--- config.mk ---
export PLATFORM = sky130hd
export DESIGN_NAME = pdm_mic_emulator
export DESIGN_NICKNAME = d
export VERILOG_FILES = /design/src/rtl/pdm_mic_emulator.sv
export SDC_FILE = /design/constraint.sdc
export NUM_CORES = 1
export LEC_CHECK = 0
export CORE_UTILIZATION = 57
export CTS_BUF_LIST = sky130_fd_sc_hd__clkbuf_4 sky130_fd_sc_hd__clkbuf_8
export DETAILED_ROUTE_END_ITERATION = 7
export PLACE_DENSITY = 0.78
export SYNTH_ARGS = -nofsm -noshare
export SYNTH_HDL_FRONTEND = slang
export SYNTH_SLANG_ARGS = --single-unit
--- constraint.sdc ---
create_clock -name clk_in -period 2.8 [get_ports clk_in]
set_clock_uncertainty 0.15 [all_clocks]
set_input_delay 0.56 -clock clk_in [delete_from_list [all_inputs] [get_ports clk_in]]
set_output_delay 0.56 -clock clk_in [all_outputs]
set_load 0.005 [all_outputs]
--- src/rtl/pdm_mic_emulator.sv ---
// PDM microphone emulator: buffers signed PCM samples and plays each one out as OSR
// first-order sigma-delta bits, updated on synchronized mic_clk falling edges.
// Optional LFSR dither into the modulator accumulator when PDM_EMU_DITHER_EN is defined.
module pdm_mic_emulator #(
  parameter int WIDTH      = 16,
  parameter int OSR        = 256,
  parameter int FIFO_DEPTH = 8
) (
  input  logic                             clk_in,
  input  logic                             rst_in,
  input  logic signed [WIDTH-1:0]          sample_in,
  input  logic                             sample_valid_in,
  output logic                             sample_ready_out,
  input  logic                             mic_clk_in,
  output logic                             mic_data_out,
  output logic                             underflow_out,
  output logic [$clog2(FIFO_DEPTH+1)-1:0]  fifo_count_out
);

  localparam int CNT_W  = $clog2(FIFO_DEPTH + 1);
  localparam int PTR_W  = (FIFO_DEPTH > 1) ? $clog2(FIFO_DEPTH) : 1;
  localparam int TICK_W = (OSR > 1) ? $clog2(OSR) : 1;
  localparam int ACC_W  = WIDTH + 2;
  localparam logic signed [ACC_W-1:0] FS = {3'b001, {(WIDTH-1){1'b0}}};

  function automatic logic signed [ACC_W-1:0] sext_sample(input logic signed [WIDTH-1:0] s);
    return {{2{s[WIDTH-1]}}, s};
  endfunction

  function automatic logic [PTR_W-1:0] ptr_inc(input logic [PTR_W-1:0] p);
    return (p == PTR_W'(FIFO_DEPTH - 1)) ? '0 : p + 1'b1;
  endfunction

  // mic_clk_in crossing: two synchronizer flops plus one delay flop for edge detect
  logic sync1_q, sync2_q, sync3_q;
  logic tick;

  always_ff @(posedge clk_in or posedge rst_in) begin
    if (rst_in) begin
      sync1_q <= 1'b0;
      sync2_q <= 1'b0;
      sync3_q <= 1'b0;
    end else begin
      sync1_q <= mic_clk_in;
      sync2_q <= sync1_q;
      sync3_q <= sync2_q;
    end
  end

  assign tick = sync3_q & ~sync2_q;

  logic signed [WIDTH-1:0] mem_q [FIFO_DEPTH];
  logic [PTR_W-1:0]        wr_ptr_q, rd_ptr_q;
  logic [CNT_W-1:0]        count_q, count_d;
  logic [TICK_W-1:0]       tick_cnt_q;
  logic                    push, pop, reload, fifo_empty;

  assign sample_ready_out = (count_q < CNT_W'(FIFO_DEPTH));
  assign fifo_empty       = (count_q == '0);
  assign push             = sample_valid_in & sample_ready_out;
  assign reload           = tick & (tick_cnt_q == TICK_W'(OSR - 1));
  // Pop decision uses the registered count, so a same-cycle push never bypasses
  assign pop              = reload & ~fifo_empty;

  always_comb begin
    count_d = count_q;
    case ({push, pop})
      2'b10:   count_d = count_q + 1'b1;
      2'b01:   count_d = count_q - 1'b1;
      default: count_d = count_q;
    endcase
  end

  always_ff @(posedge clk_in) begin
    if (push) mem_q[wr_ptr_q] <= sample_in;
  end

  always_ff @(posedge clk_in or posedge rst_in) begin
    if (rst_in) begin
      wr_ptr_q <= '0;
      rd_ptr_q <= '0;
      count_q  <= '0;
    end else begin
      if (push) wr_ptr_q <= ptr_inc(wr_ptr_q);
      if (pop)  rd_ptr_q <= ptr_inc(rd_ptr_q);
      count_q <= count_d;
    end
  end

  logic signed [WIDTH-1:0] cur_q;
  logic signed [ACC_W-1:0] acc_q, acc_d, fb, dith;
  logic                    data_q, armed_q, underflow_q;

`ifdef PDM_EMU_DITHER_EN
  logic [15:0] lfsr_q;

  always_ff @(posedge clk_in or posedge rst_in) begin
    if (rst_in) begin
      lfsr_q <= 16'hACE1;
    end else if (tick) begin
      lfsr_q <= {lfsr_q[14:0], lfsr_q[15] ^ lfsr_q[13] ^ lfsr_q[12] ^ lfsr_q[10]};
    end
  end

  assign dith = {{(ACC_W-4){lfsr_q[3]}}, lfsr_q[3:0]};
`else
  assign dith = '0;
`endif

  assign fb    = data_q ? FS : -FS;
  assign acc_d = acc_q + sext_sample(cur_q) - fb + dith;

  // Modulator step on a reload tick still uses the outgoing sample
  always_ff @(posedge clk_in or posedge rst_in) begin
    if (rst_in) begin
      tick_cnt_q  <= TICK_W'(OSR - 1);
      cur_q       <= '0;
      acc_q       <= '0;
      data_q      <= 1'b0;
      armed_q     <= 1'b0;
      underflow_q <= 1'b0;
    end else begin
      underflow_q <= reload & fifo_empty & armed_q;
      if (tick) begin
        acc_q      <= acc_d;
        data_q     <= ~acc_d[ACC_W-1];
        tick_cnt_q <= reload ? '0 : tick_cnt_q + 1'b1;
      end
      if (pop) begin
        cur_q   <= mem_q[rd_ptr_q];
        armed_q <= 1'b1;
      end
    end
  end

  assign mic_data_out   = data_q;
  assign underflow_out  = underflow_q;
  assign fifo_count_out = count_q;

endmodule

==> results.md, run 1 <==
* EDFF count, synth at between 100 and 150
* Via count at around 5000
* Sw power at 1.28 mW
* Period utilisation layout at between 90% and 100%
* Synthesized cell area at between 0.008 and 0.009 sq mm
* Pleak at 3.65 nW
* RSZ-0062 raised after global routing: yes
* Synth Flop Type: edfxtp_1
* N_diodes at 0
* Status: finished, final reports clean
* Most common cell in the netlist: edfxtp_1
* Syn-to-layout area delta at 13.4%
* Setup TNS at 0 ps
* H-tree depth at 4
* CP startpoint: cur_q[2]
* Top-area cell type share of the netlist area at 45.2%
* Critical-path maximum fanout at 6
* Combinational Power Share at under 10%
* Initial antenna violation count at 0
* TritonCTS Sinks at ~190
* Synth Warn # at 0
* Die Span X at between 100 and 150 um
* Initial Util at 58.5%
* Final nets at 720
* Hold Buf Count CTS at 0
* Nature of the critical path startpoint: flip-flop
* CTS Buf Count at 17
* GP Congestion at ~0.88
* Yosys reg bits at 186
* Hold WC Path Type: reg2reg
* CTS clk-pin slew, worst paths at around 110 ps
* F_max at 376 MHz
* Post-synth cell types at 57
* Worst Hold Path Cells at 0
* Top Ports at 27
* Pin count of the biggest net entering global routing at 37
* Worst Tran Pin Value at 652 ps
* Max_cap viols at 0
* Bufs on Longest Clock Path at 2
* Rel. slew slack at roughly 57%
* Drt drc at 0
* Synth area leader: edfxtp_1
* Sequential cell area fraction in the yosys report at between 60 and 70%
* Top post-synthesis cells by area: edfxtp_1, dfrtp_1, mux4_2
* Via density at ~5.8
* Kind of critical path: reg2reg
* Worst R2R Path Depth at 10
* Drt wl/cell at between 15 and 20 um
* Endpoints failing hold at 0
* Slew Viols, Final at 0
* Final setup viols at 0
* Worst VDD drop at around 0.42 mV
* Total grt overflow at 0
* Critical path required time at 3070 ps
* Int Pwr at 4.06 mW
* Share of cells above drive strength 1 at approximately a fifth
* Crit. End Element: flip-flop
* Die area at ~0.015 sq mm
* Mean post-synth cell area at between 10 and 15 sq um
* Drt pass-1 iters at 7
* Detailed Route Iter0 Violations at roughly 290
* First-pass GRT wire length at 24700 um
* Clock share of power at a little over a third
* Post-Syn Nets at between 600 and 700
* Top post-synthesis cells by count: edfxtp_1, inv_1, dfrtp_1, ha_1, nor2_1
* Reg2Reg Launch Point: cur_q[2]
* CTS root buf: clkbuf_8
* Sw frac at between 20% and 30%
* Final ANT Viol Nets at 0
* Total Wirelength at ~15000 um
* Clk_lat worst skew at between 400 and 500 ps
* Core ar. at approximately 0.015 sq mm
* Dpl hpwl at 9970 um
* Pwr Density at ~550 mW/mm^2
* Total GRT Usage at between 20% and 30%
* Vias in the first global route at between 4000 and 5000
* Row cnt at 44
* TritonCTS clock tree: yes
* Die Y at about 120 um
* Post-synth ARST share at a little under a third
* Seq pwr share at between 50% and 60%
* Hold_sp: sync1_q
* Mapped Cells at between 600 and 700
* Min Tclk post-route at approximately 2700 ps
* Design Power at ~5.3 mW
* Worst Path Arrival at 2930 ps
* Count of input and output buffers at 26
-- power by group through the flow --
stage	Sequential, mW	Combinational (mW)	Clock [mW]
floorplan	3.12	0.243	0
global placement	3.12	0.336	0
detailed placement	3.13	0.356	0
CTS	3.07	0.357	1.89
global route	3.08	0.482	1.99
finish	3.07	0.422	1.85
-- placed cells by master, fill, tap and decap left out, types with 4 or more instances in the layout --
cell type	n
nor3_1	8
a21o_1	6
nand2b_1	5
xor2_1	8
dfstp_2	8
nor3_2	4
o21ai_0	18
a21oi_1	34
inv_1	65
inv_8	5
mux2i_1	17
nand4_1	8
nand3_1	11
buf_4	27
ha_1	39
nand2_1	31
edfxtp_1	128
clkbuf_8	17
xnor2_1	10
o21a_1	5
mux2_2	6
nor2_1	37
mux4_2	32
clkdlybuf4s50_1	26
dfrtp_1	49
-- cell type report --
| class | count | area (sq um) |
|---|---|---|
| well taps | 184 | 230 |
| fillers | 1051 | 4880 |
| repair buffers | 55 | 503 |
| multi-input cells | 332 | 2940 |
| flip-flops and latches | 186 | 5310 |
| clock buffers | 18 | 241 |
| clock inverters | 14 | 178 |
| inverters | 66 | 248 |
-- state kept, by name, summed over array words and instances, names as in the netlist --
| name | count |
|---|---|
| cur_q | 16 |
| acc_q | 18 |
| sync2_q | 1 |
| tick_cnt_q | 8 |
| sync3_q | 1 |
| armed_q | 1 |
| sync1_q | 1 |
| wr_ptr_q | 3 |
| underflow_out | 1 |
| mic_data_out | 1 |
| mem_q | 128 |
| rd_ptr_q | 3 |
| fifo_count_out | 4 |
-- metrics by stage --
step	hold slack, ps	setup WS, ps	cell area [sq um]	util [%]	cells
after global routing	217	-24.8	9650	66.4	855
after global placement	186	152	9150	63.0	819
after CTS	212	27.2	9580	65.9	851
after floorplan	181	-27.3	8520	-	607
final	209	140	9650	66.4	855
after detailed placement	197	9.78	9150	63.0	819
-- cell families (layout without fill, tap and decap cells) --
logic type	count (synthesis)	count (layout)	share of synthesized area, %
AOI/OAI and AO/OA	91	91	6.96
xor gates and xnor gates	18	18	1.85
and+or+nand+nor	126	126	7.22
muxes	55	55	11.3
buffers and inverters	89	153	4.07
adders and majority gates	42	42	6.27
DFF	186	186	62.4
-- critical path, stage by stage, from the launching register on --
cell and delay (ps):
dfrtp_1 360, inv_1 50, ha_1 270, inv_1 40, ha_1 360, nor2b_1 180
o21a_1 180, o21ai_1 370, a211oi_1 180, or3_1 400, nand3_1 90
-- path summary, 6_finish.rpt --
check	end	slack [ps]
max	acc_q[16]	140
min	sync2_q	210
max reg2reg	acc_q[16]	140
min reg2reg	sync2_q	210
max in group asynchronous	acc_q[12]	1690
min in group asynchronous	underflow_out	250
-- layer usage --
metal | GRT usage, % | part of all wire (%) | vias up
met5 | 0 | 0 | -
met4 | 10.3 | 2.4 | 0
met3 | 4.58 | 4.2 | 25
met2 | 37.7 | 52 | 124
met1 | 27.5 | 42 | 2486
li1 | - | - | 2335
-- timing repair --
action | CTS | global route
pin swaps | 0 | 3
gates resized for setup | 1 | 8
cloned | 0 | 0
buffers inserted | 0 | 4
setup endpoints to repair | 1 | 3
No activity file was read; power rests on OpenSTA's default activity.
==> run 2: changes to the inputs <==
--- a/config.mk
+++ b/config.mk
@@ -5,10 +5,10 @@
 export SDC_FILE = /design/constraint.sdc
 export NUM_CORES = 1
 export LEC_CHECK = 0
-export CORE_UTILIZATION = 57
+export CORE_UTILIZATION = 50
 export CTS_BUF_LIST = sky130_fd_sc_hd__clkbuf_4 sky130_fd_sc_hd__clkbuf_8
 export DETAILED_ROUTE_END_ITERATION = 7
-export PLACE_DENSITY = 0.78
+export PLACE_DENSITY = 0.7
 export SYNTH_ARGS = -nofsm -noshare
 export SYNTH_HDL_FRONTEND = slang
 export SYNTH_SLANG_ARGS = --single-unit
==> results.md, run 2 (same netlist as run 1, synthesis figures left out) <==
* Crit. End Element: flip-flop
* Final core utilization at 58.4%
* Die area at approximately 0.018 sq mm
* Worst Hold Path Cells at 0
* Kind of critical path: reg2reg
* Worst path depth at 10
* Top Ports at 27
* N_diodes at 0
* Count of input and output buffers at 26
* Via count at roughly 5000
* Biggest regs: mem_q x128, acc_q x18, cur_q x16
* Worst Path Arrival at 2870 ps
* Drt pass-1 iters at 4
* Worst Tran Pin Value at 896 ps
* Total grt overflow at 0
* Setup TNS at 0 ps
* Syn-to-layout area delta at 13.9%
* Hold_sp: sync1_q
* Final ANT Viol Nets at 0
* F_max at 375 MHz
* Max FFs per register at roughly 130
* Row cnt at 47
* Max_cap viols at 0
* Rel. slew slack at 40.3%
* Most flops, register: mem_q
* TritonCTS clock tree: yes
* Crit path top cell by count: inv_1
* Worst R2R Path Depth at 10
* Drt drc at 0
* Share of cells above drive strength 1 at between 10% and 20%
* Pleak at approximately 3.6 nW
* Final WS setup at roughly 130 ps
* Hold Buf Count CTS at 0
* CTS clk-pin slew, worst paths at approximately 110 ps
* Drt wl/cell at 17.5 um
* CTS Buf Count at 17
* CP top delay family: simple AND/OR/NAND/NOR gates
* Critical path, cell by cell: inv_1 -> ha_1 -> inv_1 -> ha_2 -> and4_4 -> nand4_1 -> or3_4 -> a311oi_4 -> nand3_2 -> xnor2_1
* Slew Viols, Final at 0
* Slowest stage delay, CP at approximately 370 ps
* Critical path required time at 3000 ps
* Critical-path maximum fanout at 5
* Hold slack at roughly 220 ps
* CP startpoint: cur_q[8]
* Pwr Density at between 500 and 600 mW/mm^2
* Commonest non-fill, non-tap cell in the layout: edfxtp_1
* H-tree depth at 4
* Bufs on Longest Clock Path at 2
* Total Wirelength at between 15000 and 20000 um
* Initial antenna violation count at 0
* TritonCTS Sinks at roughly 190
* Worst VDD drop at ~0.66 mV
* Pre-CTS setup slack at -10.6 ps
* Design Power at 5.34 mW
* Via density at 5.55
* Final setup viols at 0
* Filler cells at approximately 1300
* Status: finished, final reports clean
* Crit path buf inv count at 2
* Endpoints failing hold at 0
* Slowest-stage cell, CP: or3_4
* Dpl hpwl at 9950 um
* Die Span X at between 100 and 150 um
* Min Tclk post-route at between 2000 and 3000 ps
* Total GRT Usage at a little under a fifth
* Clk_lat worst skew at approximately 460 ps
* RSZ-0062 raised after global routing: yes
* GP Congestion at 0.842
* Period utilisation layout at a little over nine tenths
* Vias in the first global route at 4922
* Reg2Reg Launch Point: cur_q[8]
* First-pass GRT wire length at between 20000 and 25000 um
* Detailed Route Iter0 Violations at roughly 220
* Pin count of the biggest net entering global routing at 37
* CTS root buf: clkbuf_8
* Die Y at ~130 um
* Most frequent cells in the layout: edfxtp_1, inv_1, dfrtp_1
* Final nets at roughly 720
* Hold WC Path Type: reg2reg
* Core ar. at roughly 0.017 sq mm
* Nature of the critical path startpoint: flip-flop
* Initial Util at 51.3%
## run 2: cell types whose count changed in the layout (fill, tap and decap cells not counted), sizes merged
cell	change
bufinv	-1
clkinv	+3
clkbuf	-1
buf	-3
inv	-1
## run 2: worst paths after layout
kind,slack (ps),to
max in group asynchronous,1520,rd_ptr_q[0]
max,130,acc_q[17]
min reg2reg,220,sync2_q
max reg2reg,130,acc_q[17]
min in group asynchronous,290,acc_q[5]
min,220,sync2_q
## run 2: worst register-to-register path, delay by kind of cell (launching register included)
| family | cells | cell delay, ps |
|---|---|---|
| buf+inv | 2 | 90 |
| xor+xnor | 1 | 150 |
| compound gates | 1 | 310 |
| flops | 1 | 360 |
| fa+ha+maj | 2 | 620 |
| simple gates | 4 | 880 |
## run 2: area by class of cell
class,count,area (sq um),share of cell area (%)
Sequential cell,186,5310,54.8
Multi-Input combinational cell,332,2960,30.6
Timing Repair Buffer,52,468,4.83
Tap cell,220,275,2.84
Inverter,66,248,2.56
Clock buffer,17,234,2.42
Clock inverter,15,195,2.01
## run 2: timing repair
item	in CTS	in global routing
pin swaps	0	1
cloned	0	0
setup buffers	0	1
setup endpoints to repair	1	4
gates resized for setup	1	13
## run 2: routing by layer
| metal | track usage (%) | part of all wire (%) |
|---|---|---|
| met5 | 0 | 0 |
| met4 | 5.36 | 1.1 |
| met3 | 3.98 | 4.1 |
| met2 | 31.9 | 51 |
| met1 | 24.5 | 44 |
## run 2: where the power goes
| group | switching (mW) | internal [mW] | leakage, nW |
|---|---|---|---|
| sequential | 0.0498 | 3.02 | 1.91 |
| clock | 1.08 | 0.769 | 0.207 |
| combinational | 0.232 | 0.191 | 1.52 |
| total | 1.36 | 3.98 | 3.64 |
## run 2: through the flow
step | std cells | area [sq um]
detailed placement | 855 | 9190
floorplan | 607 | 8520
finish | 888 | 9690
global route | 888 | 9690
global placement | 855 | 9190
CTS | 887 | 9620
==> run 3: changes to the inputs <==
--- a/config.mk
+++ b/config.mk
@@ -5,6 +5,7 @@
 export SDC_FILE = /design/constraint.sdc
 export NUM_CORES = 1
 export LEC_CHECK = 0
+export CORE_MARGIN = 1
 export CORE_UTILIZATION = 50
 export CTS_BUF_LIST = sky130_fd_sc_hd__clkbuf_4 sky130_fd_sc_hd__clkbuf_8
 export DETAILED_ROUTE_END_ITERATION = 7
==> results of run 3 <==
Same layout as run 2: the final DEF is identical, and so are final timing and power.
